--- config.mk ---
export PLATFORM = sky130hd
export DESIGN_NAME = bcd_tick_counter_flat
export DESIGN_NICKNAME = d
export VERILOG_FILES = /design/src/rtl/bcd_tick_counter_if.sv /design/src/rtl/bcd_tick_counter.sv /design/src/flat_wrapper.sv
export SDC_FILE = /design/constraint.sdc
export NUM_CORES = 1
export LEC_CHECK = 0
export ABC_AREA = 1
export CORE_ASPECT_RATIO = 1.1
export CORE_MARGIN = 4
export CORE_UTILIZATION = 35
export CTS_CLUSTER_DIAMETER = 80
export CTS_CLUSTER_SIZE = 20
export DETAILED_ROUTE_END_ITERATION = 6
export MAX_ROUTING_LAYER = met4
export SLEW_MARGIN = 25
export SYNTH_ARGS = -nofsm -noshare
export SYNTH_HDL_FRONTEND = slang
export SYNTH_SLANG_ARGS = --single-unit
--- constraint.sdc ---
create_clock -name clk -period 1.8 [get_ports clk]
set_clock_uncertainty 0.05 [all_clocks]
set_input_delay 0.36 -clock clk [delete_from_list [all_inputs] [get_ports clk]]
set_output_delay 0.36 -clock clk [all_outputs]
set_load 0.02 [all_outputs]
--- src/rtl/bcd_tick_counter_if.sv ---
// Control and display signals of the two-digit BCD tick counter.
// The master drives the divider input and controls; the slave returns digits and segments.
interface bcd_tick_counter_if;
  logic       div_in;
  logic       start;
  logic       stop;
  logic       clear;
  logic       up_dn;
  logic [3:0] ones;
  logic [3:0] tens;
  logic       running;
  logic       wrap;
  logic [6:0] seg_ones;
  logic [6:0] seg_tens;

  modport master (
    output div_in, start, stop, clear, up_dn,
    input  ones, tens, running, wrap, seg_ones, seg_tens
  );

  modport slave (
    input  div_in, start, stop, clear, up_dn,
    output ones, tens, running, wrap, seg_ones, seg_tens
  );
endinterface

--- src/rtl/bcd_tick_counter.sv ---
// Two-digit BCD counter of rising edges on the divided clock, with run/pause control,
// up/down counting, a rollover pulse and registered active-low 7-segment patterns.
module bcd_tick_counter #(
  parameter int unsigned MAX_VAL = 59
) (
  input  logic               clk,
  input  logic               rst,
  bcd_tick_counter_if.slave  bus
);

  localparam logic [3:0] MAX_TENS = 4'(MAX_VAL / 10);
  localparam logic [3:0] MAX_ONES = 4'(MAX_VAL % 10);
  localparam logic [6:0] SEG_ZERO = 7'b1000000;

  typedef enum logic [1:0] {
    IDLE  = 2'd0,
    RUN   = 2'd1,
    PAUSE = 2'd2
  } state_t;

  state_t     state_r;
  state_t     next_state_s;
  logic       div_prev_r;
  logic       tick_s;
  logic       count_en_s;
  logic       wrap_s;
  logic [3:0] ones_r;
  logic [3:0] tens_r;
  logic [3:0] ones_nx_s;
  logic [3:0] tens_nx_s;
  logic       running_r;
  logic       wrap_r;
  logic [6:0] seg_ones_r;
  logic [6:0] seg_tens_r;

  // Active-low {g,f,e,d,c,b,a}; codes above 9 blank the digit.
  function automatic logic [6:0] seg_decode(input logic [3:0] digit);
    logic [6:0] seg;
    case (digit)
      4'd0:    seg = 7'b1000000;
      4'd1:    seg = 7'b1111001;
      4'd2:    seg = 7'b0100100;
      4'd3:    seg = 7'b0110000;
      4'd4:    seg = 7'b0011001;
      4'd5:    seg = 7'b0010010;
      4'd6:    seg = 7'b0000010;
      4'd7:    seg = 7'b1111000;
      4'd8:    seg = 7'b0000000;
      4'd9:    seg = 7'b0010000;
      default: seg = 7'b1111111;
    endcase
    return seg;
  endfunction

  // Next state with control priority clear > stop > start.
  always_comb begin
    next_state_s = state_r;
    if (bus.clear) begin
      next_state_s = IDLE;
    end else if (bus.stop) begin
      if (state_r == RUN) begin
        next_state_s = PAUSE;
      end else begin
        next_state_s = state_r;
      end
    end else if (bus.start) begin
      next_state_s = RUN;
    end else begin
      next_state_s = state_r;
    end
  end

  // Next digit values; a tick coinciding with clear or stop is dropped.
  always_comb begin
    tick_s     = bus.div_in & ~div_prev_r;
    count_en_s = (state_r == RUN) & tick_s & ~bus.clear & ~bus.stop;
    ones_nx_s  = ones_r;
    tens_nx_s  = tens_r;
    wrap_s     = 1'b0;
    if (count_en_s) begin
      if (bus.up_dn) begin
        if ((tens_r == MAX_TENS) && (ones_r == MAX_ONES)) begin
          ones_nx_s = 4'd0;
          tens_nx_s = 4'd0;
          wrap_s    = 1'b1;
        end else if (ones_r == 4'd9) begin
          ones_nx_s = 4'd0;
          tens_nx_s = tens_r + 4'd1;
        end else begin
          ones_nx_s = ones_r + 4'd1;
        end
      end else begin
        if ((tens_r == 4'd0) && (ones_r == 4'd0)) begin
          ones_nx_s = MAX_ONES;
          tens_nx_s = MAX_TENS;
          wrap_s    = 1'b1;
        end else if (ones_r == 4'd0) begin
          ones_nx_s = 4'd9;
          tens_nx_s = tens_r - 4'd1;
        end else begin
          ones_nx_s = ones_r - 4'd1;
        end
      end
    end else begin
      ones_nx_s = ones_r;
      tens_nx_s = tens_r;
    end
  end

  // State, digits and all outputs; div_prev resets high so a level already high is not an edge.
  always_ff @(posedge clk) begin
    if (rst) begin
      state_r    <= IDLE;
      div_prev_r <= 1'b1;
      ones_r     <= 4'd0;
      tens_r     <= 4'd0;
      running_r  <= 1'b0;
      wrap_r     <= 1'b0;
      seg_ones_r <= SEG_ZERO;
      seg_tens_r <= SEG_ZERO;
    end else begin
      state_r    <= next_state_s;
      div_prev_r <= bus.div_in;
      running_r  <= (next_state_s == RUN);
      wrap_r     <= wrap_s;
      seg_ones_r <= seg_decode(ones_r);
      seg_tens_r <= seg_decode(tens_r);
      if (bus.clear) begin
        ones_r <= 4'd0;
        tens_r <= 4'd0;
      end else begin
        ones_r <= ones_nx_s;
        tens_r <= tens_nx_s;
      end
    end
  end

  assign bus.ones     = ones_r;
  assign bus.tens     = tens_r;
  assign bus.running  = running_r;
  assign bus.wrap     = wrap_r;
  assign bus.seg_ones = seg_ones_r;
  assign bus.seg_tens = seg_tens_r;

endmodule

--- src/flat_wrapper.sv ---
// flat-port wrapper written by rule: the top's interface ports become plain ports
module bcd_tick_counter_flat 
#(
  parameter int unsigned MAX_VAL = 59
)
  (clk, rst, bus_div_in, bus_start, bus_stop, bus_clear, bus_up_dn, bus_ones, bus_tens, bus_running, bus_wrap, bus_seg_ones, bus_seg_tens);
  bcd_tick_counter_if bus_i ();
  input  logic clk;
  input  logic rst;
  input wire logic [$bits(bus_i.div_in)-1:0] bus_div_in;
  input wire logic [$bits(bus_i.start)-1:0] bus_start;
  input wire logic [$bits(bus_i.stop)-1:0] bus_stop;
  input wire logic [$bits(bus_i.clear)-1:0] bus_clear;
  input wire logic [$bits(bus_i.up_dn)-1:0] bus_up_dn;
  output wire logic [$bits(bus_i.ones)-1:0] bus_ones;
  output wire logic [$bits(bus_i.tens)-1:0] bus_tens;
  output wire logic [$bits(bus_i.running)-1:0] bus_running;
  output wire logic [$bits(bus_i.wrap)-1:0] bus_wrap;
  output wire logic [$bits(bus_i.seg_ones)-1:0] bus_seg_ones;
  output wire logic [$bits(bus_i.seg_tens)-1:0] bus_seg_tens;
  assign bus_i.div_in = bus_div_in;
  assign bus_i.start = bus_start;
  assign bus_i.stop = bus_stop;
  assign bus_i.clear = bus_clear;
  assign bus_i.up_dn = bus_up_dn;
  assign bus_ones = bus_i.ones;
  assign bus_tens = bus_i.tens;
  assign bus_running = bus_i.running;
  assign bus_wrap = bus_i.wrap;
  assign bus_seg_ones = bus_i.seg_ones;
  assign bus_seg_tens = bus_i.seg_tens;
  bcd_tick_counter #(.MAX_VAL(MAX_VAL)) u_core (.clk(clk), .rst(rst), .bus(bus_i));
endmodule
-- Yosys cells after proc, flatten, opt, wreduce, memory -nomap -nowiden
Memory sizes are Yosys's and may differ from the RTL's. A register that Yosys moved wholly into a read port is not among the register bits.
Cells that the tools add are included.
- flip-flop bits (word level): 13
- memory bits (read-only): 224
- output and inout port bits: 24
- word-level logic and storage cells: 50
- memories: 2
- memories (memory ; depth ; bits a word ; rd ports ; clocked after memory_dff ; wr ports ; RTL line ; source):
    (no name shown) ; 16 ; 7 ; 1 ; 1 ; 0 ; bcd_tick_counter.sv:39 ; case (digit)
    (no name shown) ; 16 ; 7 ; 1 ; 1 ; 0 ; bcd_tick_counter.sv:39 ;
- $add $sub $neg: 4
- equal/unequal tests: 5
- multiplexer cells: 17
- bitwise gates (word level): 8
- reductions and logical operators: 8
- operators by type and width (cell ; number):
    $mux W4 ; 10
    $add A4 B1 Y4 const B ; 2
    $logic_not A4 Y1 ; 2
    $mux W2 ; 4
    $sub A4 B1 Y4 const B ; 2
    $and A1 B1 Y1 ; 4
    $eq A2 B1 Y1 const B ; 2
    $eq A4 B3 Y1 const B ; 1
    $eq A4 B4 Y1 const B ; 1
    $not A1 Y1 ; 4
    $reduce_or A2 Y1 ; 2
    $mux W1 ; 3
    $ne A3 B1 Y1 const B ; 1
    $reduce_and A3 Y1 ; 1
    $reduce_bool A3 Y1 ; 1
    $logic_and A1 B1 Y1 ; 2

-- Depth between registers and ports, before layout
- depth after elaboration: 7
- mapped depth: 9
- depth with buffers taken out: 9

-- Worst setup path after synthesis
No wires, ideal clock.
- path type: flip-flop to flip-flop
- from: register u_core.ones_r[0], in the netlist u_core.bus.ones[0]
- to: register u_core.ones_r[2], in the netlist u_core.bus.ones[2]
- setup time: 0.056 ns
- data arrival time: 1.456 ns
- data required time: 1.694 ns
- slack: 0.238 ns
- cell stages (with the launch flop): 9
- clock period less this slack: 1.562 ns
- cells stage by stage: dfxtp_1 inv_1 ha_1 ha_1 nor2_1 nand2_1 o211ai_1 nand2_1 inv_1
- cells in the longest elaborated chain, start to end: 4
- elaborated cells on any way between the ends: 11
- classes of those cells: add/sub (2); eq/ne (1); mux (5); reduce/logical (3)
- RTL lines (what ; RTL line ; source):
    from (decl) ; bcd_tick_counter.sv:27 ; logic [3:0] ones_r;
    from (signal assigned) ; bcd_tick_counter.sv:132 ; ones_r <= ones_nx_s;
    $sub A4 B1 Y4, or another cell as far along ; bcd_tick_counter.sv:101 ; ones_nx_s = ones_r - 4'd1;
    $mux W4, or another cell as far along ; bcd_tick_counter.sv:97 ; end else if (ones_r == 4'd0) begin
    $mux W4, on equally long branches ; bcd_tick_counter.sv:93, bcd_tick_counter.sv:82 ;
    $mux W4 (*) ; bcd_tick_counter.sv:81 ; if (bus.up_dn) begin
Mark *: on every way between the ends. The rest lies on a longest branch, timed or not.
A chain may end at the register's enable or synchronous reset.

-- Final worst setup path
- from: register u_core.ones_r[1], in the netlist u_core.bus.ones[1]
- to: output bus_ones[1]
- RTL lines (what ; RTL line ; source):
    to (decl) ; flat_wrapper.sv:15 ; output wire logic [$bits(bus_i.ones)-1:0] bus_ones;
No word-level cell between the ends.

==> out/results.ini <==
[status]
outcome=completed

[sta]
post-route-period-util_pct=92.9
period_minus_slack_ps=1670
rsz0062_at_grt=false
maxSlewHeadroom_pct=79.8
setup_violations=0
fmax_mhz=598
hold_violations=0
setup_tns_ps=0
worstMarginPinSlew_ps=299
slew_viol_final=0

[route]
firstDrtPassIters=4
drt_iter0_drc=51
totalWireLength_mm=3.16
drtAntennaViolNets=0
viasPerCell=4.67
vias=1409
wire_per_inst_um=10.5
drc=0

[min_path]
min_path_cells=2
hold_class=reg2reg
holdCritStartpoint=u_core.state_r[0]$_SDFF_PP0_

[placed_design]
place_area_mm2=0.00198
numPortBuffers=30
dpl.hpwl_mm=2.53
gp_congestion=0.840
dp.cells=298

[worst_setup_path]
crit_required_ps=1390
critPathLaunchType=flip-flop
path_cells=clkdlybuf4s50_1
r2r_start=u_core.bus.ones[0]$_SDFFE_PP0P_
cp.buffers_inverters=1
crit_cells=1
arrival_ps=1260
critPathMaxFanout=4
cpMaxStageDelayCell=clkdlybuf4s50_1
end_kind=primary output
r2r.worst_path.cells=8
crit_start=u_core.bus.ones[1]$_SDFFE_PP0P_
critPathMaxStageDelay_ps=620
crit_family=buffers and inverters
crit_type=reg2out

[grt]
grtUsageMet1_pct=15.6
grt.busiest_layer=met2
grtUsageMet2_pct=21.0
grt_usage_pct=12.7
use_met3_pct=1.54
grt_max_degree=15
overflow=0
grt_first_pass_wirelength_mm=5.63
grt_pass1_vias=1297
antenna_found_initial=0

[yosys]
yosysMostFrequentCell=nand2_1
synth-async-reset-ratio_pct=0
synth_top_area_share_pct=34.3
synth_cell_types=30
ys.flop_type=dfxtp_1
synth_warnings=0
syn_area_mm2=0.00158
synth_edf_count=0
syn_avg_cell_area_um2=7.54
yosysTopAreaCell=dfxtp_1
ys_seq_elements=27
synth_commonest_cells=nand2_1, dfxtp_1, inv_1
synth_cells=209
syn_nets=228
synth-seq-area-share_pct=34.3
yosys-top-cells-area=dfxtp_1, nand2_1, ha_1

[floorplan]
initial_core_util_pct=36.5
ios=31
dieArea_mm2=0.00564
die_x_um=72.0
chipHeight_um=78.4
rows=25
core_mm2=0.00432

[power_and_ir_drop]
p_leak_nw=0.926
ir_worst_vdd_uv=212
p_per_area_mw_per_mm2=495

[clock_network]
cts-hold-fix-buffers=0
ctsLongestPathBuffers=2
cts_tree=yes
path_clk_slew_ps=90
cts_root_buf=clkbuf_8
cts_sinks=27
htree_levels=1
numCtsBuffers=3
clk_latency_ps=260

[finish]
fin_area_mm2=0.00202
drive_gt1_share_pct=13.7
area_growth_pct=27.9
final_cells=302
antenna_cells=0
nets=268

[flow_run]
drv_cap=0

==> path summary, 6_finish.rpt <==
path / slack (ps) / to
hold reg to reg: 500 / u_core.state_r[0]$_SDFF_PP0_
setup reg to reg: 190 / u_core.bus.ones[2]$_SDFFE_PP0P_
hold / removal: 500 / u_core.state_r[0]$_SDFF_PP0_
setup / recovery: 130 / bus_ones[1]
==> power breakdown <==
part	leakage, nW	total [W]	internal, W	switching (W)
combinational	0.685	0.0000613	0.0000268	0.0000345
clock	0.0228	0.000336	0.000158	0.000177
sequential	0.218	0.000601	0.000600	0.00000121
total	0.926	0.000998	0.000785	0.000213
==> layer usage <==
| layer | vias to the layer above | wire length [um] |
|---|---|---|
| li1 | 754 | - |
| met1 | 614 | 1420 |
| met2 | 39 | 1550 |
| met3 | 2 | 139 |
| met4 | 0 | 40 |
| met5 | - | 0 |
==> state kept, by name, summed over array words and instances (netlist names) <==
register,cells
u_core.bus.running,1
u_core.bus.seg_tens,7
u_core.bus.wrap,1
u_core.state_r,2
u_core.div_prev_r,1
u_core.bus.ones,4
u_core.bus.tens,4
u_core.bus.seg_ones,7
==> cells by family after synthesis <==
group,share of synthesized area [%]
simple gates,31.6
compound gates,12.9
buf+inv,10.1
flops,34.3
fa+ha+maj,9.52
xor+xnor,1.67
==> layout by cell type (no fill, tap or decap), types with 4 or more instances in the layout <==
master	netlist	routed
a21oi_1	19	19
buf_4	0	10
clkdlybuf4s50_1	0	27
dfxtp_1	27	27
ha_1	12	12
inv_1	23	23
nand2_1	43	43
nand2_4	4	4
nand3_1	14	14
nor2_1	18	18
nor2_2	4	4
o21ai_0	10	10
o21ai_1	4	4
==> through the flow <==
| stage | utilization, % | power (W) | hold slack, ps | worst slack, ps |
|---|---|---|---|---|
| floorplan | - | 0.000650 | 406 | 238 |
| global placement | 45.8 | 0.000677 | 474 | 66.5 |
| detailed placement | 45.8 | 0.000677 | 488 | 38.2 |
| CTS | 46.7 | 0.00102 | 510 | 106 |
| global route | 46.7 | 0.00105 | 534 | 42.3 |
| finish | 46.7 | 0.000998 | 502 | 128 |
==> what timing repair did <==
| item | CTS | global route |
|---|---|---|
| gates resized for setup | 3 | 0 |
| setup buffers | 0 | 0 |
| setup endpoints to repair | 3 | 0 |
==> layout make-up <==
class	instances	area (um2)
clock buffers	4	45.0
fillers	458	2300
inverters	29	115
multi-input cells	148	877
flip-flops and latches	27	541
well taps	54	67.6
repair buffers	40	372
(Power assumes the default switching activity.)
